$ cat config.mk
export PLATFORM = sky130hd
export DESIGN_NAME = nibbler_ctrl
export DESIGN_NICKNAME = d
export VERILOG_FILES = /design/src/rtl/nibbler_pkg.sv /design/src/rtl/nibbler_pc.sv /design/src/rtl/nibbler_ctrl.sv
export SDC_FILE = /design/constraint.sdc
export NUM_CORES = 1
export LEC_CHECK = 0
export CAP_MARGIN = 5
export CORE_ASPECT_RATIO = 0.5
export CORE_MARGIN = 5
export CORE_UTILIZATION = 44
export CTS_CLUSTER_SIZE = 12
export DETAILED_ROUTE_END_ITERATION = 7
export PLACE_DENSITY_LB_ADDON = 0.15
export SYNTH_ARGS = -nofsm -noshare
export SYNTH_HDL_FRONTEND = slang
export SYNTH_SLANG_ARGS = --single-unit
$ cat constraint.sdc
create_clock -name clk -period 1.6 [get_ports clk]
set_input_delay 0.24 -clock clk [delete_from_list [all_inputs] [get_ports clk]]
set_output_delay 0.24 -clock clk [all_outputs]
set_load 0.005 [all_outputs]
$ cat src/rtl/nibbler_pkg.sv
// Shared opcodes, ALU select codes, FSM states and decode helpers for the Nibbler controller.
// Optional NIBBLER_IO_EN adds the OUT (B) and IN (C) opcodes.
package nibbler_pkg;

    localparam int unsigned OPC_W   = 4;
    localparam int unsigned ALU_S_W = 5;

    localparam logic [ALU_S_W-1:0] ALU_PASSA = 5'b00000;
    localparam logic [ALU_S_W-1:0] ALU_SUB   = 5'b00110;
    localparam logic [ALU_S_W-1:0] ALU_PASSB = 5'b11010;
    localparam logic [ALU_S_W-1:0] ALU_ADD   = 5'b01001;
    localparam logic [ALU_S_W-1:0] ALU_NOR   = 5'b10001;

    typedef enum logic [OPC_W-1:0] {
        OP_NOP  = 4'h0,
        OP_LIT  = 4'h1,
        OP_ADDI = 4'h2,
        OP_SUBI = 4'h3,
        OP_NORI = 4'h4,
        OP_CMPI = 4'h5,
        OP_JC   = 4'h6,
        OP_JNC  = 4'h7,
        OP_JZ   = 4'h8,
        OP_JNZ  = 4'h9,
        OP_JMP  = 4'hA,
        OP_OUT  = 4'hB,
        OP_IN   = 4'hC,
        OP_RD   = 4'hD,
        OP_RE   = 4'hE,
        OP_RF   = 4'hF
    } opcode_t;

    typedef enum logic [2:0] {
        FETCH  = 3'd0,
        DECODE = 3'd1,
        EXEC   = 3'd2,
        JADDR  = 3'd3,
        JTAKE  = 3'd4
    } state_t;

    // ALU-side controls held for the single EXEC cycle.
    typedef struct packed {
        logic [ALU_S_W-1:0] s;
        logic               ncin;
        logic               acc_we;
        logic               flag_cap;
`ifdef NIBBLER_IO_EN
        logic               out_we;
`endif
    } alu_ctrl_t;

    function automatic alu_ctrl_t ctrl_idle();
        alu_ctrl_t c;
        c      = '0;
        c.s    = ALU_PASSA;
        c.ncin = 1'b1;
        return c;
    endfunction

    function automatic logic is_jump(input opcode_t op);
        logic j;
        case (op)
            OP_JC, OP_JNC, OP_JZ, OP_JNZ, OP_JMP: j = 1'b1;
            default:                              j = 1'b0;
        endcase
        return j;
    endfunction

    function automatic alu_ctrl_t decode_ctrl(input opcode_t op);
        alu_ctrl_t c;
        c = ctrl_idle();
        case (op)
            OP_LIT: begin
                c.s        = ALU_PASSB;
                c.acc_we   = 1'b1;
                c.flag_cap = 1'b1;
            end
            OP_ADDI: begin
                c.s        = ALU_ADD;
                c.acc_we   = 1'b1;
                c.flag_cap = 1'b1;
            end
            OP_SUBI: begin
                c.s        = ALU_SUB;
                c.ncin     = 1'b0;
                c.acc_we   = 1'b1;
                c.flag_cap = 1'b1;
            end
            OP_NORI: begin
                c.s        = ALU_NOR;
                c.acc_we   = 1'b1;
                c.flag_cap = 1'b1;
            end
            OP_CMPI: begin
                c.s        = ALU_SUB;
                c.ncin     = 1'b0;
                c.flag_cap = 1'b1;
            end
`ifdef NIBBLER_IO_EN
            OP_OUT: begin
                c.out_we   = 1'b1;
            end
            OP_IN: begin
                c.s        = ALU_PASSB;
                c.acc_we   = 1'b1;
                c.flag_cap = 1'b1;
            end
`endif
            default: ;
        endcase
        return c;
    endfunction

    function automatic logic jump_taken(input opcode_t op, input logic c, input logic z);
        logic t;
        case (op)
            OP_JC:   t = c;
            OP_JNC:  t = ~c;
            OP_JZ:   t = z;
            OP_JNZ:  t = ~z;
            OP_JMP:  t = 1'b1;
            default: t = 1'b0;
        endcase
        return t;
    endfunction

endpackage

$ cat src/rtl/nibbler_pc.sv
// Program counter register with increment and parallel load; load wins over increment.
module nibbler_pc #(
    parameter int unsigned AW = 12
) (
    input  logic          clk,
    input  logic          nreset,
    input  logic          i_inc,
    input  logic          i_load,
    input  logic [AW-1:0] i_load_val,
    output logic [AW-1:0] o_pc
);

    logic [AW-1:0] r_pc;

    always_ff @(posedge clk or negedge nreset) begin
        if (!nreset) begin
            r_pc <= '0;
        end else if (i_load) begin
            r_pc <= i_load_val;
        end else if (i_inc) begin
            r_pc <= r_pc + AW'(1);
        end
    end

    assign o_pc = r_pc;

endmodule

$ cat src/rtl/nibbler_ctrl.sv
// Fetch/decode/sequencer for the Nibbler 4-bit CPU: owns pc, ir and C/Z flags, drives the ALU.
// Define NIBBLER_IO_EN to add the OUT/IN opcodes and the out_we/io_in ports.
module nibbler_ctrl
    import nibbler_pkg::*;
#(
    parameter int unsigned AW   = 12,
    parameter int unsigned OP_W = 4
) (
    input  logic              clk,
    input  logic              nreset,
    input  logic              run,
    output logic [AW-1:0]     rom_addr,
    input  logic [2*OP_W-1:0] rom_data,
    output logic [4:0]        alu_s,
    output logic              alu_ncin,
    output logic [OP_W-1:0]   alu_b,
    input  logic              alu_cout,
    input  logic              alu_eq,
    output logic              acc_we,
    output logic              c_flag,
    output logic              z_flag,
    output logic [AW-1:0]     pc
`ifdef NIBBLER_IO_EN
    ,
    output logic              out_we,
    input  logic [OP_W-1:0]   io_in
`endif
);

    state_t           r_state;
    state_t           w_state_nxt;
    logic [2*OP_W-1:0] r_ir;
    logic [2*OP_W-1:0] w_ir_nxt;
    logic             r_c;
    logic             r_z;
    logic             w_c_nxt;
    logic             w_z_nxt;
    alu_ctrl_t        r_ctrl;
    alu_ctrl_t        w_ctrl_nxt;
    logic             w_pc_inc;
    logic             w_pc_load;
    logic [AW-1:0]    w_pc_load_val;
    logic [AW-1:0]    w_pc;
    opcode_t          w_dec_op;
    opcode_t          w_ir_op;

    assign w_dec_op      = opcode_t'(rom_data[2*OP_W-1:OP_W]);
    assign w_ir_op       = opcode_t'(r_ir[2*OP_W-1:OP_W]);
    assign w_pc_load_val = AW'({r_ir[OP_W-1:0], rom_data});

    nibbler_pc #(
        .AW (AW)
    ) u_pc (
        .clk        (clk),
        .nreset     (nreset),
        .i_inc      (w_pc_inc),
        .i_load     (w_pc_load),
        .i_load_val (w_pc_load_val),
        .o_pc       (w_pc)
    );

    // Next-state and datapath control; ALU controls are decoded one cycle early so they
    // come straight from registers during EXEC.
    always_comb begin
        w_state_nxt = r_state;
        w_ir_nxt    = r_ir;
        w_c_nxt     = r_c;
        w_z_nxt     = r_z;
        w_ctrl_nxt  = ctrl_idle();
        w_pc_inc    = 1'b0;
        w_pc_load   = 1'b0;
        case (r_state)
            FETCH: begin
                if (run) begin
                    w_state_nxt = DECODE;
                end
            end
            DECODE: begin
                w_ir_nxt = rom_data;
                w_pc_inc = 1'b1;
                if (is_jump(w_dec_op)) begin
                    w_state_nxt = JADDR;
                end else begin
                    w_state_nxt = EXEC;
                    w_ctrl_nxt  = decode_ctrl(w_dec_op);
                end
            end
            EXEC: begin
                w_state_nxt = FETCH;
                if (r_ctrl.flag_cap) begin
                    w_c_nxt = alu_cout;
                    w_z_nxt = alu_eq;
                end
            end
            JADDR: begin
                w_state_nxt = JTAKE;
            end
            JTAKE: begin
                w_state_nxt = FETCH;
                if (jump_taken(w_ir_op, r_c, r_z)) begin
                    w_pc_load = 1'b1;
                end else begin
                    w_pc_inc  = 1'b1;
                end
            end
            default: begin
                w_state_nxt = FETCH;
            end
        endcase
    end

    always_ff @(posedge clk or negedge nreset) begin
        if (!nreset) begin
            r_state <= FETCH;
            r_ir    <= '0;
            r_c     <= 1'b0;
            r_z     <= 1'b0;
            r_ctrl  <= ctrl_idle();
        end else begin
            r_state <= w_state_nxt;
            r_ir    <= w_ir_nxt;
            r_c     <= w_c_nxt;
            r_z     <= w_z_nxt;
            r_ctrl  <= w_ctrl_nxt;
        end
    end

    // The jump operand lives at pc, which already points past the opcode byte.
    assign rom_addr = w_pc;
    assign pc       = w_pc;
    assign alu_s    = r_ctrl.s;
    assign alu_ncin = r_ctrl.ncin;
    assign acc_we   = r_ctrl.acc_we;
    assign c_flag   = r_c;
    assign z_flag   = r_z;

`ifdef NIBBLER_IO_EN
    assign out_we = r_ctrl.out_we;
    assign alu_b  = (r_state == EXEC && w_ir_op == OP_IN) ? io_in : r_ir[OP_W-1:0];
`else
    assign alu_b  = r_ir[OP_W-1:0];
`endif

endmodule
==> results.md, run 1 <==
- Using the TritonRoute via totals, the vias-per-cell ratio works out to 5.50.
- The setup slack at placement is -0.100 ns.
- The required time of the worst setup path is 1.74 ns.
- The initialized floorplan defines 17 standard-cell rows.
- The standard cell core area is 4380 um2.
- The final reports fail on negative setup slack.
- For this run, global-route usage on met3 was measured as 5.08%.
- In this run, CTS created clock tree buffers numbering 5.
- The flop and latch count out of synthesis is 33.
- Counting both buffers and inverters, the worst setup path holds a total of 0.
- The first detailed-routing pass ran for 4 iterations.
- Cells fill 63.2% of the core in the end.
- The areal power density over the cells is 1660 nW/um2.
- In the final layout, the share of cells above drive strength 1 is 29.6%.
- After synthesis, the largest area contributor takes up 40.2% of total cell area.
- Setup repair after global routing could not meet its margin everywhere.
- Summed over all cells, the static leakage comes to 1.15 nW.
- The initial detailed-routing violation count is 77.
- The final hold slack is 0.318 ns.
- The floorplan step set the die width to 105 um.
- After synthesis, flip-flops and latches occupy 41.5% of the total area.
- The clock passes through at most 2 buffers.
- The cell count after synthesis came out at 192.
- The residual DRC count is 0.
- The flow ran to the end, but the final reports show violations.
- The peak supply drop is 0.951 mV.
- Once placement finished, the instance area stood at 2550 um2.
- The cell family contributing the most delay on the critical path is compound AO/OA/AOI/OAI gates.
- The path category of the worst min-delay check is in2async.
- After the flow finishes, the layout carries non-filler instances totaling 310.
- The overall power of the completed layout is 4.60 mW.
- The clock drives 33 sinks.
- The cell area that synthesis handed to floorplanning was 1990 um2.
- Summed over all layers, the global routing overflow is 0.
- Each instance of the synthesized netlist takes up on average 10.4 um2.
- The finished cells cover 2770 um2.
- The number of enable flip-flop cells after synthesis is 0.
- The tree is rooted in a clkbuf_8.
- The highest net fanout along the worst path is 9.
- The share of synthesized registers carrying an async set or reset is 100%.
- After clock tree synthesis, the clock-pin slew on the worst setup and hold paths is 0.07 ns.
- Entering global routing, the biggest net connects 34 pins.
- Dividing the detail-routed wire length by the instance count gives 17.1 um.
- In the final timing run, aggregate negative setup slack is -0.00796 ns.
- The max-slew violation count was 0.
- STA puts the critical path data arrival time at 1.75 ns.
- The clock tree skew after final layout is 0.00327 ns.
- Max-cap violations in this run came to 0.
- The depth of the CTS H-tree is 2.
- For this run, global-route usage on met1 was measured as 25.5%.
- The signal on the critical path passes through nor2b_1 -> o21ba_2 -> o31ai_1 -> o221ai_1.
- The number of endpoints with negative hold slack in the final report is 0.
- Measured along the y axis, the die boundary spans 57.6 um.
- The number of antenna-violating nets in the routed design is 0.
- The global routing stage identified its most utilized layer as met2.
- Compared with the post-synthesis result, the final layout area differs by 38.9%.
- The type of the worst setup path is reg2reg.
- Including well taps, the total number of placed cells is 295.
- The HPWL reported at the end of detailed placement is 3870 um.
- The worst slew slack as a fraction of its limit is 65.2%.
- After layout, the worst setup slack is -0.00796 ns.
- The worst-path cell with the longest stage delay is dfrtp_1.
- The area enclosed by the die boundary is 6050 um2.
- The first global-routing pass estimated 8400 um of wire.
- Timing would allow up to 622 MHz.
- The cell type contributing the most total cell area after synthesis is dfrtp_1.
- Once the floorplan was initialized, standard cells occupied 45.5% of the core.
- For the worst-skew pair, the clock arrives at the later sink with an insertion delay of 0.29 ns.
- The maximum cell stage delay along the critical path is 0.42 ns.
- The detailed-route via count is 1704.
- At the end of routability-driven placement, the weighted congestion stood at 0.914.
- For the pin with the worst max-slew slack, the measured transition is 0.509 ns.
- Setup violations remaining at the end of the flow were counted as 1.
- The via count of the first global-routing pass came to 1649.
- The number of primary I/O pins is 50.
- The number of nets in the layout is 266.
- The antenna diode instance count is 0.
- The number of antenna violations at the first check in global routing is 0.
- The shortest period the worst path allows is 1.61 ns.
- In this run the tool buffered the top-level ports with 49 buffer cells.
- The synthesized net count is 206.
- The predominant post-synthesis flop cell is dfrtp_1.
- The worst setup path is captured at a flip-flop.
- The sort of element at the start of the critical path is a flip-flop.
- Yosys mapped the design onto 58 distinct sky130hd cell types.
- In the global route stage, met2 resource usage came out at 26.5%.
- The final critical-path share of the clock period is 100%.
- The clock tree from TritonCTS is built.
- The total of warnings raised by yosys is 0.
- Global routing consumed, over all layers together, 17.5% of the routing resources.
- In the post-synthesis netlist, the biggest area contributors are dfrtp_1, buf_4, mux2_2.
- The routed design has 5300 um of wire.
==> synthesized netlist by cell type, types with 4 or more instances <==
master   instances
a21oi_1          4
inv_1            4
buf_2            4
buf_4           22
nand2_1         14
nor3_1           8
nor4_1           6
nand3_1          5
nor2_1           9
dfrtp_1         32
a31oi_1          4
mux2_2           9
==> layout make-up <==
type / instances / area (um2)
Fill cell: 375 / 1610
Timing Repair Buffer: 84 / 803
Multi-Input combinational cell: 123 / 958
Tap cell: 57 / 71.3
Sequential cell: 33 / 833
Clock buffer: 6 / 72.6
Inverter: 5 / 18.8
Clock inverter: 2 / 10.0
==> sequential cells by signal, indices dropped and copies added, names as in the netlist <==
register	count
acc_we	1
alu_ncin	1
alu_s	5
c_flag	1
r_ctrl	1
r_ir	8
r_state	3
u_pc.o_pc	12
z_flag	1
==> timing repair <==
item	4_1_cts	5_1_grt
endpoints found under the setup margin	5	24
gates resized for setup	2	12
pin swaps	0	1
cloned	0	0
hold buffers	0	0
buffers inserted	0	7
==> placed cells by master (no fill, tap or decap), drive strengths merged, types with 2 or more instances in the layout <==
master         count
clkinv             2
nor3b              4
o21ai              4
nor2               9
dlymetal6s2s       2
clkdlybuf4s50     47
o32ai              3
nand2b             2
o221ai             2
xnor2              4
clkbuf             6
o21a               2
nand3              6
o22ai              2
o41ai              2
o221a              3
a31oi              4
a311oi             3
a21oi              4
and4               2
mux2               9
nand2             14
dfrtp             32
buf               35
nor4               6
nor3               8
nand4              3
and3               2
inv                5
and2               2
a211oi             3
==> worst register-to-register path: cells and delay by family (launching register included) <==
| family | cells | cell delay, ns |
|---|---|---|
| compound gates | 3 | 0.86 |
| flops | 1 | 0.42 |
| simple gates | 1 | 0.19 |
==> routing by layer <==
metal  vias to the layer above  wire, um
li1                        820         -
met1                       829      2560
met2                        50      2400
met3                         5       314
met4                         0        29
met5                         -         0
==> logic make-up after synthesis <==
family                     share of synthesized area [%]
and+or+nand+nor                                     18.2
AOI/OAI and AO/OA                                   18.6
DFF                                                 41.5
xor gates and xnor gates                            3.14
adders and majority gates                          0.628
muxes                                               5.59
buffers and inverters                               12.3
==> final timing paths <==
path | start | endpoint | slack, ns | cells after the start
setup / recovery | r_ir[6]$_DFFE_PN0P_ | u_pc.o_pc[0]$_DFFE_PN0P_ | -0.008 | 4
hold / removal | nreset | alu_s[4]$_DFF_PN0_ | 0.32 | 2
setup reg to reg | r_ir[6]$_DFFE_PN0P_ | u_pc.o_pc[0]$_DFFE_PN0P_ | -0.008 | 4
hold reg to reg | r_ir[2]$_DFFE_PN0P_ | r_ir[2]$_DFFE_PN0P_ | 0.54 | 1
max in group asynchronous | nreset | alu_ncin$_DFF_PN1_ | 1.04 | 2
min in group clk | r_ir[2]$_DFFE_PN0P_ | r_ir[2]$_DFFE_PN0P_ | 0.54 | 1
==> power by group <==
group	total (mW)	internal (mW)	switching [mW]
clock	0.629	0.302	0.327
sequential	1.34	1.10	0.239
combinational	2.63	1.45	1.17
Power figures use the tool's default switching activity.
==> run 2: changes to the inputs <==
--- a/config.mk
+++ b/config.mk
@@ -12,6 +12,7 @@
 export CTS_CLUSTER_SIZE = 12
 export DETAILED_ROUTE_END_ITERATION = 7
 export PLACE_DENSITY_LB_ADDON = 0.15
+export SETUP_SLACK_MARGIN = 0.15
 export SYNTH_ARGS = -nofsm -noshare
 export SYNTH_HDL_FRONTEND = slang
 export SYNTH_SLANG_ARGS = --single-unit
==> results.md, run 2 (synthesis gave the netlist of run 1 again) <==
- Status: finished with violations (unchanged).
- Failing checks: negative setup slack (unchanged).
- The number of search-and-repair iterations in the first detailed-routing pass is 5 (was 4).
- The cell area after placement is 2550 um2 (about the same).
- The shortest period the worst path allows is 1.61 ns (about the same).
- The most numerous cell on the critical path is buf_6.
- The clock tree skew after final layout came to 0.00599 ns (was 0.00327 ns).
- The clock net sink count came to 33 (unchanged).
- The clock tree from TritonCTS is built (unchanged).
- The type of the worst setup path is reg2reg (unchanged).
- The number of max-cap violations is 0 (unchanged).
- The number of antenna violations at the first check in global routing came to 0 (unchanged).
- The number of endpoints with negative hold slack in the final report was 0 (unchanged).
- The root buffer cell was clkbuf_8 (unchanged).
- The number of input and output port buffers inserted is 49 (unchanged).
- The origin of the critical flop-to-flop path is u_pc.o_pc[2]$_DFFE_PN0P_ (was r_ir[6]$_DFFE_PN0P_).
- The switching share of power is 38.9% (was 37.8%).
- The standard cell core area is 4380 um2 (unchanged).
- The core utilization of the finished layout is 76.2% (was 63.2%).
- The required time of the worst setup path came to 1.81 ns (was 1.74 ns).
- The worst-case register-to-register setup slack is -0.01 ns (was -0.008 ns).
- The via count of the first global-routing pass is 1869 (was 1649).
- The first-pass GRT wire length was 9600 um (was 8400 um).
- The highest net fanout along the worst path is 4 (was 9).
- The area enclosed by the die boundary is 6050 um2 (unchanged).
- The die outline height is 57.6 um (unchanged).
- The power share of the clock group came to 12.1% (was 13.7%).
- The peak clock frequency supported by timing is 621 MHz (was 622 MHz).
- Series of cell instances along the critical path: buf_6 -> buf_6 -> nand3_4 -> or4_4 -> a32o_2 -> o211ai_2 (was nor2b_1 -> o21ba_2 -> o31ai_1 -> o221ai_1).
- The number of primary I/O pins came to 50 (unchanged).
- The arrival time reported for the critical path endpoint is 1.82 ns (was 1.75 ns).
- The count of final setup violators is 1 (unchanged).
- The combinational cell fraction of total power is 64.2% (was 57.1%).
- Highest-count cells in the layout ignoring fill and taps: buf_4, dfrtp_1, clkdlybuf4s50_1, buf_6, nand2_1 (was clkdlybuf4s50_1, buf_4, dfrtp_1, nand2_1).
- The row count is 17 (unchanged).
- The slew at the pin with the worst max-slew slack came to 0.534 ns (was 0.509 ns).
- The areal power density over the cells came to 1760 nW/um2 (was 1660 nW/um2).
- The routed wire length per instance is 19.3 um (was 17.1 um).
- The path category of the worst min-delay check is in2async (unchanged).
- The switching power is 2.28 mW (was 1.74 mW).
- The ratio of cells with drive above 1 in the final layout is 49.6% (was 29.6%).
- RSZ-0062 raised after global routing: true (unchanged).
- The total track usage is 20.1% (was 17.5%).
- The clock insertion delay at the later pin of the skew report came to 0.29 ns (about the same).
- The total buffers and inverters traversed by the critical path is 2 (was 0).
- The internal power summed over all cells was 3.59 mW (was 2.86 mW).
- The max-slew violation count came to 0 (unchanged).
- The overall die width came to 105 um (unchanged).
- The placer congestion estimate is 0.915 (was 0.914).
- The commonest non-fill, non-tap cell in the layout was buf_4 (was clkdlybuf4s50_1).
- The maximum number of pins on one net before global-route repair is 34 (unchanged).
- The number of buffers added by the clock tree synthesis step is 5 (unchanged).
- The peak supply drop was 1.10 mV (was 0.951 mV).
- The depth of the CTS H-tree came to 2 (unchanged).
- The HPWL reported at the end of detailed placement came to 3750 um (was 3870 um).
- The reg-to-reg endpoint was u_pc.o_pc[4]$_DFFE_PN0P_ (was u_pc.o_pc[0]$_DFFE_PN0P_).
- The residual DRC count is 0 (unchanged).
- The endpoint class of the critical path is a flip-flop (unchanged).
- The maximum buffer depth of the clock tree is 2 (unchanged).
- The detailed-route via count is 1938 (was 1704).
- The worst slew slack as a fraction of its limit was 64.1% (was 65.2%).
- The sort of element at the start of the critical path is a flip-flop (unchanged).
- The effective utilization at floorplan was 45.5% (unchanged).
- The worst setup slack after layout is -0.0108 ns (was -0.00796 ns).
- The number of nets in the layout is 297 (was 266).
- The worst reg2reg path depth is 6 (was 4).
- The maximum cell stage delay along the critical path is 0.49 ns (was 0.42 ns).
- The flip-flop count of the largest register after layout is 12 (unchanged).
- The final critical-path share of the clock period is 101% (was 100%).
- The final wirelength is 6570 um (was 5300 um).
- The leakage power was 1.53 nW (was 1.15 nW).
- The synthesis-to-layout area growth is 67.7% (was 38.9%).
- The total of fill cells in the finished design came to 284 (was 375).
- The mean number of vias per cell was 5.68 (was 5.50).
- The initial detailed-routing violation count is 113 (was 77).
- The summed area of non-filler cells in the final layout came to 3340 um2 (was 2770 um2).
- The worst-path cell with the longest stage delay was or4_4 (was dfrtp_1).
- The antenna diode instance count was 0 (unchanged).
- The post-CTS clock slew at the launch and capture registers of the worst setup and hold paths is 0.07 ns (about the same).
- The number of antenna-violating nets in the routed design was 0 (unchanged).
- The cell type group with the largest total delay on the critical path was simple AND/OR/NAND/NOR gates (was compound AO/OA/AOI/OAI gates).
- The sequential group share of total power is 23.6% (was 29.2%).
- The total global routing overflow came to 0 (unchanged).
==> run 2: cell types whose count changed in the layout (fill, tap and decap cells not counted), sizes merged <==
cell	previous run	this run
clkbuf	6	7
dlygate4sd2	0	11
buf	35	66
nand3	6	7
clkinv	2	1
clkdlybuf4s15	0	2
dlymetal6s2s	2	9
clkdlybuf4s50	47	26
==> run 2: stage by stage <==
stage	cells	total power [mW]	TNS [ns]	setup WS (ns)	hold slack, ns
after floorplan	192	2.81	0	0.120	-0.0556
after global placement	291	3.69	-0.0532	-0.0418	0.533
after detailed placement	291	3.72	-0.0256	-0.0256	0.535
after CTS	316	5.06	0	0.0555	0.336
after global routing	341	6.18	-0.0881	-0.0484	0.354
final	341	5.87	-0.0108	-0.0108	0.325
==> run 2: worst max path at each step <==
stage / slack (ns) / depth (start not counted) / startpoint / endpoint
6_report: -0.01 / 6 / u_pc.o_pc[2]$_DFFE_PN0P_ / u_pc.o_pc[4]$_DFFE_PN0P_
5_1_grt: -0.05 / 5 / u_pc.o_pc[0]$_DFFE_PN0P_ / u_pc.o_pc[4]$_DFFE_PN0P_
4_1_cts: 0.06 / 5 / r_state[2]$_DFFE_PN0P_ / u_pc.o_pc[4]$_DFFE_PN0P_
3_5_place_dp: -0.03 / 5 / rom_data[5] / r_state[0]$_DFFE_PN0P_
3_3_place_gp: -0.04 / 5 / rom_data[5] / r_state[0]$_DFFE_PN0P_
2_1_floorplan: 0.12 / 5 / u_pc.o_pc[1]$_DFFE_PN0P_ / u_pc.o_pc[4]$_DFFE_PN0P_
==> run 2: per-layer routing <==
metal | routed length [um] | share of wire, % | track usage, %
met5 | 0 | 0 | 0
met4 | 113 | 1.7 | 4.37
met3 | 535 | 8.1 | 5.42
met2 | 3060 | 47 | 33.7
met1 | 2860 | 44 | 26.3
==> run 2: power by group through the flow <==
stage / Combinational, mW / Sequential (mW) / Clock, mW
after global placement: 2.31 / 1.38 / 0
after CTS: 2.95 / 1.39 / 0.722
after global routing: 3.98 / 1.43 / 0.763
final: 3.77 / 1.39 / 0.712
after floorplan: 1.46 / 1.35 / 0
after detailed placement: 2.33 / 1.39 / 0
==> run 2: cell type report <==
class | instances | area [um2] | share of cell area [%]
timing repair buffer | 114 | 1070 | 31.9
sequential | 33 | 835 | 25.0
tap | 57 | 71.3 | 2.13
inverter | 5 | 18.8 | 0.562
multi-input combinational | 124 | 1250 | 37.4
clock buffer | 7 | 96.3 | 2.88
clock inverter | 1 | 5.00 | 0.150
==> run 2: what timing repair did <==
item / 4_1_cts / 5_1_grt
setup buffers: 15 / 25
hold buffers: 0 / 0
endpoints found under the setup margin: 52 / 44
pin swaps: 12 / 19
resized for setup: 53 / 51
gates cloned: 2 / 0
==> run 2: worst register-to-register path: cells and delay by family (launching register included) <==
family | cells | cell delay [ns]
DFF | 1 | 0.40
and+or+nand+nor | 2 | 0.59
AOI/OAI and AO/OA | 2 | 0.32
buffers and inverters | 2 | 0.23
==> run 3: changes to the inputs <==
--- a/config.mk
+++ b/config.mk
@@ -7,7 +7,6 @@
 export LEC_CHECK = 0
 export CAP_MARGIN = 5
 export CORE_ASPECT_RATIO = 0.5
-export CORE_MARGIN = 5
 export CORE_UTILIZATION = 44
 export CTS_CLUSTER_SIZE = 12
 export DETAILED_ROUTE_END_ITERATION = 7
==> results.md, run 3 (synthesis gave the netlist of run 1 again) <==
- The endpoint class of the critical path is a flip-flop (unchanged).
- The number of primary I/O pins is 50 (unchanged).
- The clock insertion delay at the later pin of the skew report is 0.29 ns (about the same).
- The clock tree from TritonCTS is built (unchanged).
- The arrival time reported for the critical path endpoint is 1.79 ns (was 1.82 ns).
- The type of the worst setup path is reg2reg (unchanged).
- The number of nets in the layout is 285 (was 297).
- The ratio of cells with drive above 1 in the final layout came to 42.6% (was 49.6%).
- The highest metal layer with signal wires is met4 (unchanged).
- The number of search-and-repair iterations in the first detailed-routing pass is 4 (was 5).
- The number of antenna-violating nets in the routed design was 0 (unchanged).
- The highest net fanout along the worst path is 9 (was 4).
- The residual DRC count is 0 (unchanged).
- The worst reg2reg path depth is 4 (was 6).
- Status: finished, final reports clean (was finished with violations).
- The slew at the pin with the worst max-slew slack is 0.405 ns (was 0.534 ns).
- The worst-case register-to-register setup slack was 0.04 ns (was -0.01 ns).
- The maximum cell stage delay along the critical path is 0.50 ns (was 0.49 ns).
- The worst setup slack after layout is 0.0365 ns (was -0.0108 ns).
- The shortest period the worst path allows came to 1.56 ns (was 1.61 ns).
- The setup TNS after final layout came to 0 ns (was -0.0108 ns).
- The initial detailed-routing violation count is 104 (was 113).
- The total global routing overflow is 0 (unchanged).
- The commonest non-fill, non-tap cell in the layout is buf_4 (unchanged).
- The areal power density over the cells is 1630 nW/um2 (was 1760 nW/um2).
- The depth of the CTS H-tree is 2 (unchanged).
- The count of final setup violators is 0 (was 1).
- The maximum buffer depth of the clock tree is 2 (unchanged).
- The placer congestion estimate was 0.905 (was 0.915).
- The met1 routed wirelength after detailed routing is 2550 um (was 2860 um).
- The effective utilization at floorplan is 48.3% (was 45.5%).
- The worst slew slack as a fraction of its limit is 72.8% (was 64.1%).
- The origin of the critical flop-to-flop path is r_state[0]$_DFFE_PN0P_ (was u_pc.o_pc[2]$_DFFE_PN0P_).
- The total of hold buffers inserted after clock tree synthesis was 0 (unchanged).
- The die outline height is 49.6 um (was 57.6 um).
- The via count of the first global-routing pass is 1860 (was 1869).
- The number of max-cap violations is 0 (unchanged).
- The antenna diode instance count is 0 (unchanged).
- The flip-flop count of the largest register after layout is 12 (unchanged).
- The HPWL reported at the end of detailed placement was 3620 um (was 3750 um).
- The first-pass GRT wire length is 9230 um (was 9600 um).
- The peak supply drop is 1.01 mV (was 1.10 mV).
- The synthesis-to-layout area growth came to 57.0% (was 67.7%).
- The setup slack at placement is -0.0334 ns (was -0.0256 ns).
- The peak clock frequency supported by timing is 640 MHz (was 621 MHz).
- The clock net sink count is 33 (unchanged).
- The number of endpoints with negative hold slack in the final report came to 0 (unchanged).
- The final critical-path share of the clock period is 97.7% (was 101%).
- The root buffer cell is clkbuf_8 (unchanged).
- The number of input and output port buffers inserted came to 49 (unchanged).
- RSZ-0062 raised after global routing: true (unchanged).
- The area enclosed by the die boundary came to 4820 um2 (was 6050 um2).
- The number of antenna violations at the first check in global routing is 0 (unchanged).
- The mean number of vias per cell is 5.63 (was 5.68).
- The routed wire length per instance is 17.0 um (was 19.3 um).
- The row count came to 16 (was 17).
- The required time of the worst setup path came to 1.83 ns (was 1.81 ns).
- The final wirelength came to 5540 um (was 6570 um).
- The worst-path cell with the longest stage delay is dfrtp_2 (was or4_4).
- The leakage power is 1.40 nW (was 1.53 nW).
- Series of cell instances along the critical path: nor3b_4 -> o21ai_4 -> o32ai_1 -> o221a_2 (was buf_6 -> buf_6 -> nand3_4 -> or4_4 -> a32o_2 -> o211ai_2).
- The path category of the worst min-delay check is in2async (unchanged).
- The total length of routed met2 wires is 2650 um (was 3060 um).
- Highest-count cells in the layout ignoring fill and taps: buf_4, clkdlybuf4s50_1, dfrtp_1, nand2_1, dlygate4sd2_1 (was buf_4, dfrtp_1, clkdlybuf4s50_1, buf_6, nand2_1).
- The clock tree skew after final layout was 0.0107 ns (was 0.00599 ns).
- The number of buffers added by the clock tree synthesis step is 5 (unchanged).
- The standard cell core area is 4120 um2 (was 4380 um2).
- The overall die width is 97.2 um (was 105 um).
- The launch point of the critical path is r_state[0]$_DFFE_PN0P_ (was u_pc.o_pc[2]$_DFFE_PN0P_).
- The total track usage is 24.8% (was 20.1%).
- The reg-to-reg endpoint is u_pc.o_pc[2]$_DFFE_PN0P_ (was u_pc.o_pc[4]$_DFFE_PN0P_).
- The post-CTS clock slew at the launch and capture registers of the worst setup and hold paths is 0.07 ns (about the same).
- The max-slew violation count is 0 (unchanged).
- The sort of element at the start of the critical path is a flip-flop (unchanged).
- The total length of routed met3 wires is 307 um (was 535 um).
- The maximum number of pins on one net before global-route repair is 34 (unchanged).
- The detailed-route via count is 1834 (was 1938).
run 3: per-stage QoR:
step / std cells / power (mW) / hold slack (ns) / utilization [%] / area, um2
floorplan: 192 / 2.81 / -0.0556 / - / 2030
global placement: 290 / 3.71 / 0.521 / 62.2 / 2570
detailed placement: 290 / 3.75 / 0.526 / 62.2 / 2570
CTS: 317 / 4.80 / 0.327 / 71.1 / 2930
global route: 326 / 5.41 / 0.325 / 75.8 / 3130
finish: 326 / 5.10 / 0.320 / 75.8 / 3130
run 3: power breakdown:
group / internal, mW / switching [mW]
combinational: 1.70 / 1.42
clock: 0.301 / 0.310
sequential: 1.11 / 0.266
run 3: how the worst max path moves through the flow:
stage / slack, ns / to
floorplan: 0.12 / u_pc.o_pc[4]$_DFFE_PN0P_
detailed placement: -0.03 / u_pc.o_pc[3]$_DFFE_PN0P_
global placement: -0.03 / r_state[0]$_DFFE_PN0P_
CTS: 0.06 / u_pc.o_pc[2]$_DFFE_PN0P_
finish: 0.04 / u_pc.o_pc[2]$_DFFE_PN0P_
global route: -0.02 / u_pc.o_pc[1]$_DFFE_PN0P_
run 3: layer usage:
layer,vias to the layer above,global-route usage (%)
li1,859,-
met1,891,32.3
met2,70,41.7
met3,14,6.81
met4,0,4.98
met5,-,0
run 3: cell type report:
type,count,area (um2)
clock inverters,2,10.0
inverters,5,18.8
repair buffers,102,933
clock buffers,6,72.6
flip-flops and latches,33,835
fillers,290,997
multi-input cells,124,1190
well taps,54,67.6
run 3: repair_timing:
action                     4_1_cts  5_1_grt
setup buffers                   18        9
gates cloned                     1        0
gates resized for setup         46       30
pin swaps                       10        3
setup endpoints to repair       54       43
run 3: worst max-delay path: cells and delay by family, from the launching register on:
kind               cells  cell delay [ns]
DFF                    1             0.50
AOI/OAI and AO/OA      3             0.72
and+or+nand+nor        1             0.28
